<file path="src/rtl/instr_fetch_router.sv">
// instr_fetch_router
// Routes core instruction fetches to the boot ROM or the SRAM by address
// range and returns the responses in order. Targets are never mixed while
// fetches are in flight, so ordering needs no reorder buffer.
// Optional feature macro: INSTR_ROUTER_ERR_RESP_EN. When defined, unmapped
// addresses get a one-cycle error response. When undefined, they go to SRAM.
module instr_fetch_router #(
    parameter logic [31:0] RomBase        = 32'h1A00_0000,
    parameter logic [31:0] RomSize        = 32'h0000_1000,
    parameter logic [31:0] MemBase        = 32'h1C00_0000,
    parameter logic [31:0] MemSize        = 32'h0008_0000,
    parameter int          MaxOutstanding = 2
) (
    input  logic        clk_i,
    input  logic        rst_i,
    input  logic        instr_req_i,
    input  logic [31:0] instr_addr_i,
    output logic        instr_gnt_o,
    output logic        instr_rvalid_o,
    output logic [31:0] instr_rdata_o,
    output logic        instr_err_o,
    output logic        rom_req_o,
    output logic [31:0] rom_addr_o,
    input  logic [31:0] rom_rdata_i,
    output logic        mem_req_o,
    output logic [31:0] mem_addr_o,
    input  logic        mem_gnt_i,
    input  logic        mem_rvalid_i,
    input  logic [31:0] mem_rdata_i
);

    localparam int              CntW   = $clog2(MaxOutstanding + 1);
    localparam logic [CntW-1:0] MaxCnt = CntW'(MaxOutstanding);

    typedef enum logic [1:0] {
        TGT_NONE = 2'd0,
        TGT_ROM  = 2'd1,
        TGT_MEM  = 2'd2,
        TGT_ERR  = 2'd3
    } tgt_e;

    tgt_e            r_cur_tgt;
    tgt_e            w_tgt;
    logic [CntW-1:0] r_out_cnt;
    logic [CntW-1:0] w_out_cnt_next;
    logic            r_rom_pend;
    logic            w_err_pend;
    logic            w_allowed;
    logic            w_gnt;
    logic            w_rom_req;
    logic            w_mem_req;
    logic            w_mem_rvalid;
    logic            w_rvalid;

    // Address decode; ROM wins if the two regions ever overlap.
    always_comb begin
        if ((instr_addr_i - RomBase) < RomSize) begin
            w_tgt = TGT_ROM;
        end else if ((instr_addr_i - MemBase) < MemSize) begin
            w_tgt = TGT_MEM;
        end else begin
`ifdef INSTR_ROUTER_ERR_RESP_EN
            w_tgt = TGT_ERR;
`else
            w_tgt = TGT_MEM;
`endif
        end
    end

    // A slot must be free, and a target switch waits for a full drain.
    assign w_allowed = (r_out_cnt < MaxCnt) &&
                       ((r_out_cnt == '0) || (w_tgt == r_cur_tgt));

    // Downstream strobes and core grant; SRAM grants only when it accepts.
    always_comb begin
        w_rom_req = 1'b0;
        w_mem_req = 1'b0;
        w_gnt     = 1'b0;
        case (w_tgt)
            TGT_ROM: begin
                w_rom_req = instr_req_i && w_allowed;
                w_gnt     = w_rom_req;
            end
            TGT_MEM: begin
                w_mem_req = instr_req_i && w_allowed;
                w_gnt     = w_mem_req && mem_gnt_i;
            end
            TGT_ERR: begin
                w_gnt     = instr_req_i && w_allowed;
            end
            default: begin
                w_gnt     = 1'b0;
            end
        endcase
    end

    assign rom_req_o   = w_rom_req;
    assign mem_req_o   = w_mem_req;
    assign instr_gnt_o = w_gnt;
    assign rom_addr_o  = instr_addr_i;
    assign mem_addr_o  = instr_addr_i;

    // SRAM responses only count while SRAM fetches are actually in flight;
    // anything else (stray or post-reset) is dropped.
    assign w_mem_rvalid = mem_rvalid_i && (r_out_cnt != '0) && (r_cur_tgt == TGT_MEM);
    assign w_rvalid     = r_rom_pend || w_err_pend || w_mem_rvalid;

    // Response mux; data is forced to zero when no response is presented.
    always_comb begin
        instr_rdata_o = 32'h0;
        if (r_rom_pend) begin
            instr_rdata_o = rom_rdata_i;
        end else if (w_mem_rvalid) begin
            instr_rdata_o = mem_rdata_i;
        end
    end

    assign instr_rvalid_o = w_rvalid;
    assign instr_err_o    = w_err_pend;

    // Outstanding count: a grant and a retirement in one cycle cancel out.
    assign w_out_cnt_next = r_out_cnt + CntW'(w_gnt) - CntW'(w_rvalid);

    // Tracking state; cur_tgt keeps its last value once the count drains.
    always_ff @(posedge clk_i or posedge rst_i) begin
        if (rst_i) begin
            r_out_cnt  <= '0;
            r_cur_tgt  <= TGT_NONE;
            r_rom_pend <= 1'b0;
        end else begin
            r_out_cnt  <= w_out_cnt_next;
            r_rom_pend <= w_gnt && (w_tgt == TGT_ROM);
            if (w_gnt) begin
                r_cur_tgt <= w_tgt;
            end
        end
    end

`ifdef INSTR_ROUTER_ERR_RESP_EN
    logic r_err_pend;

    // Error response is due exactly one cycle after an unmapped grant.
    always_ff @(posedge clk_i or posedge rst_i) begin
        if (rst_i) begin
            r_err_pend <= 1'b0;
        end else begin
            r_err_pend <= w_gnt && (w_tgt == TGT_ERR);
        end
    end

    assign w_err_pend = r_err_pend;
`else
    assign w_err_pend = 1'b0;
`endif

endmodule

</file>
<file path="config.mk">
export PLATFORM = sky130hd
export DESIGN_NAME = instr_fetch_router
export DESIGN_NICKNAME = d
export VERILOG_FILES = /design/src/rtl/instr_fetch_router.sv
export SDC_FILE = /design/constraint.sdc
export NUM_CORES = 1
export LEC_CHECK = 0
export CAP_MARGIN = 20
export CELL_PAD_IN_SITES_DETAIL_PLACEMENT = 0
export CELL_PAD_IN_SITES_GLOBAL_PLACEMENT = 2
export CORE_MARGIN = 5
export CORE_UTILIZATION = 10
export CTS_CLUSTER_DIAMETER = 120
export DETAILED_ROUTE_END_ITERATION = 10
export GPL_ROUTABILITY_DRIVEN = 0
export PLACE_DENSITY = 0.95
export SYNTH_ARGS = -nofsm -noshare
export SYNTH_HDL_FRONTEND = slang
export SYNTH_SLANG_ARGS = --single-unit
</file>
<file path="constraint.sdc">
create_clock -name clk_i -period 1.6 [get_ports clk_i]
set_input_delay 0.32 -clock clk_i [delete_from_list [all_inputs] [get_ports clk_i]]
set_output_delay 0.32 -clock clk_i [all_outputs]
set_load 0.005 [all_outputs]
</file>
# After elaboration in Yosys (flattened, before gate mapping)
# Index checks and enable logic that the tools add are counted.
totals:
  out_inout_bits: 101
  word_cells: 30
  register_bits: 5
  inputBits: 101
classes:
  muxes: 6
  magnitude_cmp: 2
  reduce_logical: 11
  add_sub_neg: 3
  n_eq_ne: 5
ops:
  columns: ["operator", "n"]
  rows:
  - ["2-to-1 mux 32 bit", 2]
  - ["less-than comparator 32 x 13 -> 1 bit (second input constant)", 1]
  - ["subtractor 32 x 29 -> 32 bit (second input constant)", 1]
  - ["== test 2 bit (second input constant)", 3]
  - ["logical AND 1 bit", 6]
  - ["adder 2 x 1 -> 2 bit", 1]
  - ["== test 2 x 1 -> 1 bit (second input constant)", 1]
  - ["== test 2 bit", 1]
  - ["zero test 2 bit", 1]
  - ["logical OR 1 bit", 2]
  - ["less-than comparator 2 bit (second input constant)", 1]
  - ["2-to-1 mux 1 bit", 2]
  - ["2-to-1 mux 2 bit", 1]
  - ["one-hot mux 1 bit (2 select lines)", 1]
  - ["nonzero test 2 bit", 1]
  - ["OR reduction 2 bit", 1]
  - ["subtractor 2 x 1 -> 2 bit", 1]

# Longest topological paths before layout
logic_depth:
  ltp_word: 11
  mapped_depth: 9
  depth_no_buf: 9

# Least setup slack after synthesis
# No wires, ideal clock.
synth_path:
  path_kind: "input to register"
  from: "in instr_addr_i[25]"
  to: "reg r_out_cnt[1]"
  stages: 9
  t_arrival_ns: 1.804
  path_slack_ns: -0.327
  t_required_ns: 1.477
  path_buffers: 0
  setup_ns: 0.123
  cell_sequence: "inv_1 > ha_1 > and4bb_2 > o211ai_2 > nor3b_2 > and4b_1 > ha_1 > xnor2_1 > xnor2_1"
synth_between:
  elab_chain_len: 11
  word_cells_on_any_way: 15
  cone_classes: "add/sub: 3; order compare: 1; eq/ne: 4; mux: 2; reduce/logical: 5"
synth_rtl:
  columns: ["element", "line_no", "text"]
  rows:
  - ["start: declaration", "17", "input logic [31:0] instr_addr_i,"]
  - ["subtractor 32 x 29 -> 32 bit (*)", "57", "if ((instr_addr_i - RomBase) < RomSize) begin"]
  - ["less-than comparator 32 x 13 -> 1 bit (*)", "57", null]
  - ["2-to-1 mux 2 bit (*)", "57", null]
  - ["== test 2 bit", "72", "((r_out_cnt == '0) || (w_tgt == r_cur_tgt));"]
  - ["logical OR 1 bit", "72", null]
  - ["logical AND 1 bit", "71", "assign w_allowed = (r_out_cnt < MaxCnt) &&"]
  - ["logical AND 1 bit", "81, 85, 89", null]
  - ["logical AND 1 bit", "86", "w_gnt = w_mem_req && mem_gnt_i;"]
  - ["one-hot mux 1 bit (2 select lines) (*)", "79", "case (w_tgt)"]
  - ["net instr_gnt_o", "18", "output logic instr_gnt_o,"]
  - ["adder 2 x 1 -> 2 bit (*)", "122", "assign w_out_cnt_next = r_out_cnt + CntW'(w_gnt) - CntW'(w_rvalid);"]
  - ["subtractor 2 x 1 -> 2 bit (*)", "122", null]
  - ["net w_out_cnt_next[1]", "45", "logic [CntW-1:0] w_out_cnt_next;"]
  - ["end signal: assignment", "131", "r_out_cnt <= w_out_cnt_next;"]
  - ["end: declaration", "44", "logic [CntW-1:0] r_out_cnt;"]
# The timed path passes the listed nets; every way through them passes the cells marked *.
# A chain may end at the register's enable or synchronous reset.

# Worst setup path after layout
layout_path:
  from: "in instr_addr_i[26]"
  to: "out mem_req_o"
layout_between:
  elab_chain_len: 8
  word_cells_on_any_way: 9
  cone_classes: "add/sub: 1; order compare: 1; eq/ne: 2; mux: 2; reduce/logical: 3"
layout_rtl:
  columns: ["element", "line_no", "text"]
  rows:
  - ["subtractor 32 x 29 -> 32 bit (*)", "57", null]
  - ["less-than comparator 32 x 13 -> 1 bit (*)", "57", null]
  - ["2-to-1 mux 2 bit (*)", "57", null]
  - ["== test 2 bit", "72", null]
  - ["logical OR 1 bit", "72", null]
  - ["logical AND 1 bit", "71", null]
  - ["logical AND 1 bit", "85", "w_mem_req = instr_req_i && w_allowed;"]
  - ["2-to-1 mux 1 bit (*)", "79", null]
  - ["end: declaration", "25", "output logic mem_req_o,"]
# Mark *: on every way between the ends. The rest lies on a longest branch, timed or not.

==> impl_metrics.json <==
{
  "dp_hpwl_mm": 5.05,
  "yosys.area.top_type_share_pct": 40.8,
  "start_util_pct": 10.3,
  "cts-root-buf": "clkbuf_16",
  "skew_ps": 1.26,
  "synth.distinct_cells": 28,
  "synth_top_cell_by_area": "buf_4",
  "diodes": 0,
  "syn-cell-area_mm2": 0.00125,
  "status": "finished with violations",
  "violations": "setup timing",
  "syn_inst": 149,
  "yosysMostFrequentCell": "buf_4",
  "drcViolationCount": 0,
  "hold_buffers": 0,
  "grt_usage_pct": 7.20,
  "period_share_pct": 124,
  "nets": 398,
  "die_w_um": 122,
  "hp-class": "in -> async",
  "grt-ovfl-total": 0,
  "clock_sinks": 5,
  "rsz0062_at_grt": "true",
  "p_per_area_mw_per_mm2": 652,
  "antenna_found_initial": 0,
  "worstPathRequired_ps": 1280,
  "met2_usage_pct": 14.4,
  "wl_per_cell_um": 13.6,
  "slew_viol_final": 0,
  "core-area_mm2": 0.0122,
  "ir_worst_vdd_v": 0.000387,
  "hold_viol": 0,
  "layout_min_cycle_time_ps": 1990,
  "drt_iter0_markers": 36,
  "vias_per_cell": 3.35,
  "fmax_ghz": 0.503,
  "grt_pass1_vias": 1619,
  "drive_gt1_share_pct": 42.0,
  "drt_first_pass_iters": 4,
  "dp_slack_ps": -1240,
  "cts_inserted_buffers": 3,
  "clk_path_buf_depth": 2,
  "dieArea_mm2": 0.0149,
  "instances_no_fill": 461,
  "numPortBuffers": 164,
  "wl_mm": 6.27,
  "arrival_ps": 1670,
  "clock_latency_ps": 230,
  "power.leakage_uw": 0.00140,
  "cts.clk_slew.worst_paths_ps": 30,
  "ys.flop_type": "dfrtp_1",
  "dp.cells": 440,
  "syn_nets": 253,
  "vias": 1545,
  "io_pins": 202,
  "worstSetupPathType": "in -> out",
  "async_reset_ff_share_pct": 100,
  "die_h_um": 122,
  "grt_pass1_wl_mm": 8.52,
  "area_growth_pct": 144,
  "htree_levels": 1,
  "synth_seq_area_share_pct": 9.99,
  "startpoint_type": "input port",
  "synth.area.top_cells": "buf_4, a22o_1, dfrtp_1",
  "maxCapViolations": 0,
  "busiest_layer": "met2",
  "fin_ws_ps": -388,
  "end_kind": "output pin",
  "netlist_top_cells_count": "buf_4, a22o_1, inv_1, dfrtp_1, clkbuf_1",
  "met3_usage_pct": 2.79,
  "grt_max_degree": 24,
  "yosysWarningCount": 0,
  "critPathMaxFanout": 2,
  "ant_nets": 0,
  "synth_enable_flop_cells": 0,
  "setup_viol": 39,
  "cts_tree": "built",
  "rows": 40,
  "avgSynthCellArea_um2": 8.41,
  "ys_ff_latch": 5,
  "grt_use_met1_pct": 7.00
}
[placed cells by master (no fill, tap or decap), drive strengths merged, types with 2 or more instances in the layout]
master / instances
a22o: 32
and4bb: 2
buf: 90
clkbuf: 12
clkdlybuf4s15: 2
clkdlybuf4s50: 101
dfrtp: 5
dlygate4sd2: 8
dlymetal6s2s: 3
ha: 3
inv: 6
nor2: 6
nor2b: 2
nor4: 2
nor4b: 2
o21bai: 2
xnor2: 2
[flip-flops by register name, summed over array words and instances (netlist names)]
name	flops
r_cur_tgt	2
r_out_cnt	2
r_rom_pend	1
[cell families (layout without fill, tap and decap cells)]
group / count (synthesis) / after routing / share of synthesized area (%)
fa+ha+maj: 3 / 3 / 3.00
flops: 5 / 5 / 9.99
simple gates: 22 / 22 / 15.1
compound gates: 38 / 38 / 26.5
buf+inv: 78 / 222 / 43.8
other cells: 1 / 1 / 0.299
xor+xnor: 2 / 2 / 1.40
[worst paths after layout]
kind / startpoint / endpoint / slack, ps / depth (start not counted)
setup / recovery: instr_addr_i[26] / mem_req_o / -390 / 12
hold / removal: rst_i / r_cur_tgt[1] / 310 / 2
setup reg to reg: r_cur_tgt[1] / r_out_cnt[1] / -290 / 9
hold reg to reg: r_cur_tgt[0] / r_cur_tgt[0] / 620 / 2
max in group asynchronous: rst_i / r_out_cnt[1] / 1110 / 2
min in group clk_i: r_cur_tgt[0] / r_cur_tgt[0] / 620 / 2
[routing by layer]
layer	routed length, um	share of wire [%]	up-vias
li1	-	-	755
met1	1960	31	726
met2	3700	59	60
met3	575	9.2	4
met4	36	0.57	0
met5	0	0	-
[timing repair]
| action | 4_1_cts | 5_1_grt |
|---|---|---|
| endpoints found under the setup margin | 81 | 40 |
| cloned | 2 | 0 |
| gates resized for setup | 209 | 51 |
| pin swaps | 25 | 29 |
| setup buffers | 14 | 6 |
[area by class of cell]
class,count,area (um^2)
Clock buffer,4,78.8
Sequential cell,5,125
Tap cell,168,210
Fill cell,1302,9110
Multi-Input combinational cell,66,696
Inverter,6,40.0
Timing Repair Buffer,212,1910
[through the flow]
stage                     setup TNS [ps]  utilization, %  total power [uW]  instance area [um^2]  hold slack [ps]
after global routing              -13420            25.1              2140                  3060              361
final                              -9800            25.1              1990                  3060              312
after detailed placement          -34730            23.6              1450                  2870              565
after global placement            -33550            23.6              1430                  2870              562
after floorplan                     -272               -               714                  1300             98.5
after CTS                         -14650            24.9              2070                  3030              328
[power breakdown]
part           total (uW)  leakage [uW]  switching, uW  internal [uW]
Combinational        1400       0.00130            528            874
Sequential            184     0.0000601           27.7            156
Clock                 407     0.0000382           77.1            330
Total                1990       0.00140            632           1360
[critical path, cell delays in order]
cell	delay, ps
buf_12	90
inv_12	30
ha_4	140
and4bb_2	300
o211ai_4	80
buf_4	140
buf_6	100
buf_6	100
buf_6	100
nor2_4	90
nor2_1	40
buf_2	120
(Power assumes the default switching activity.)
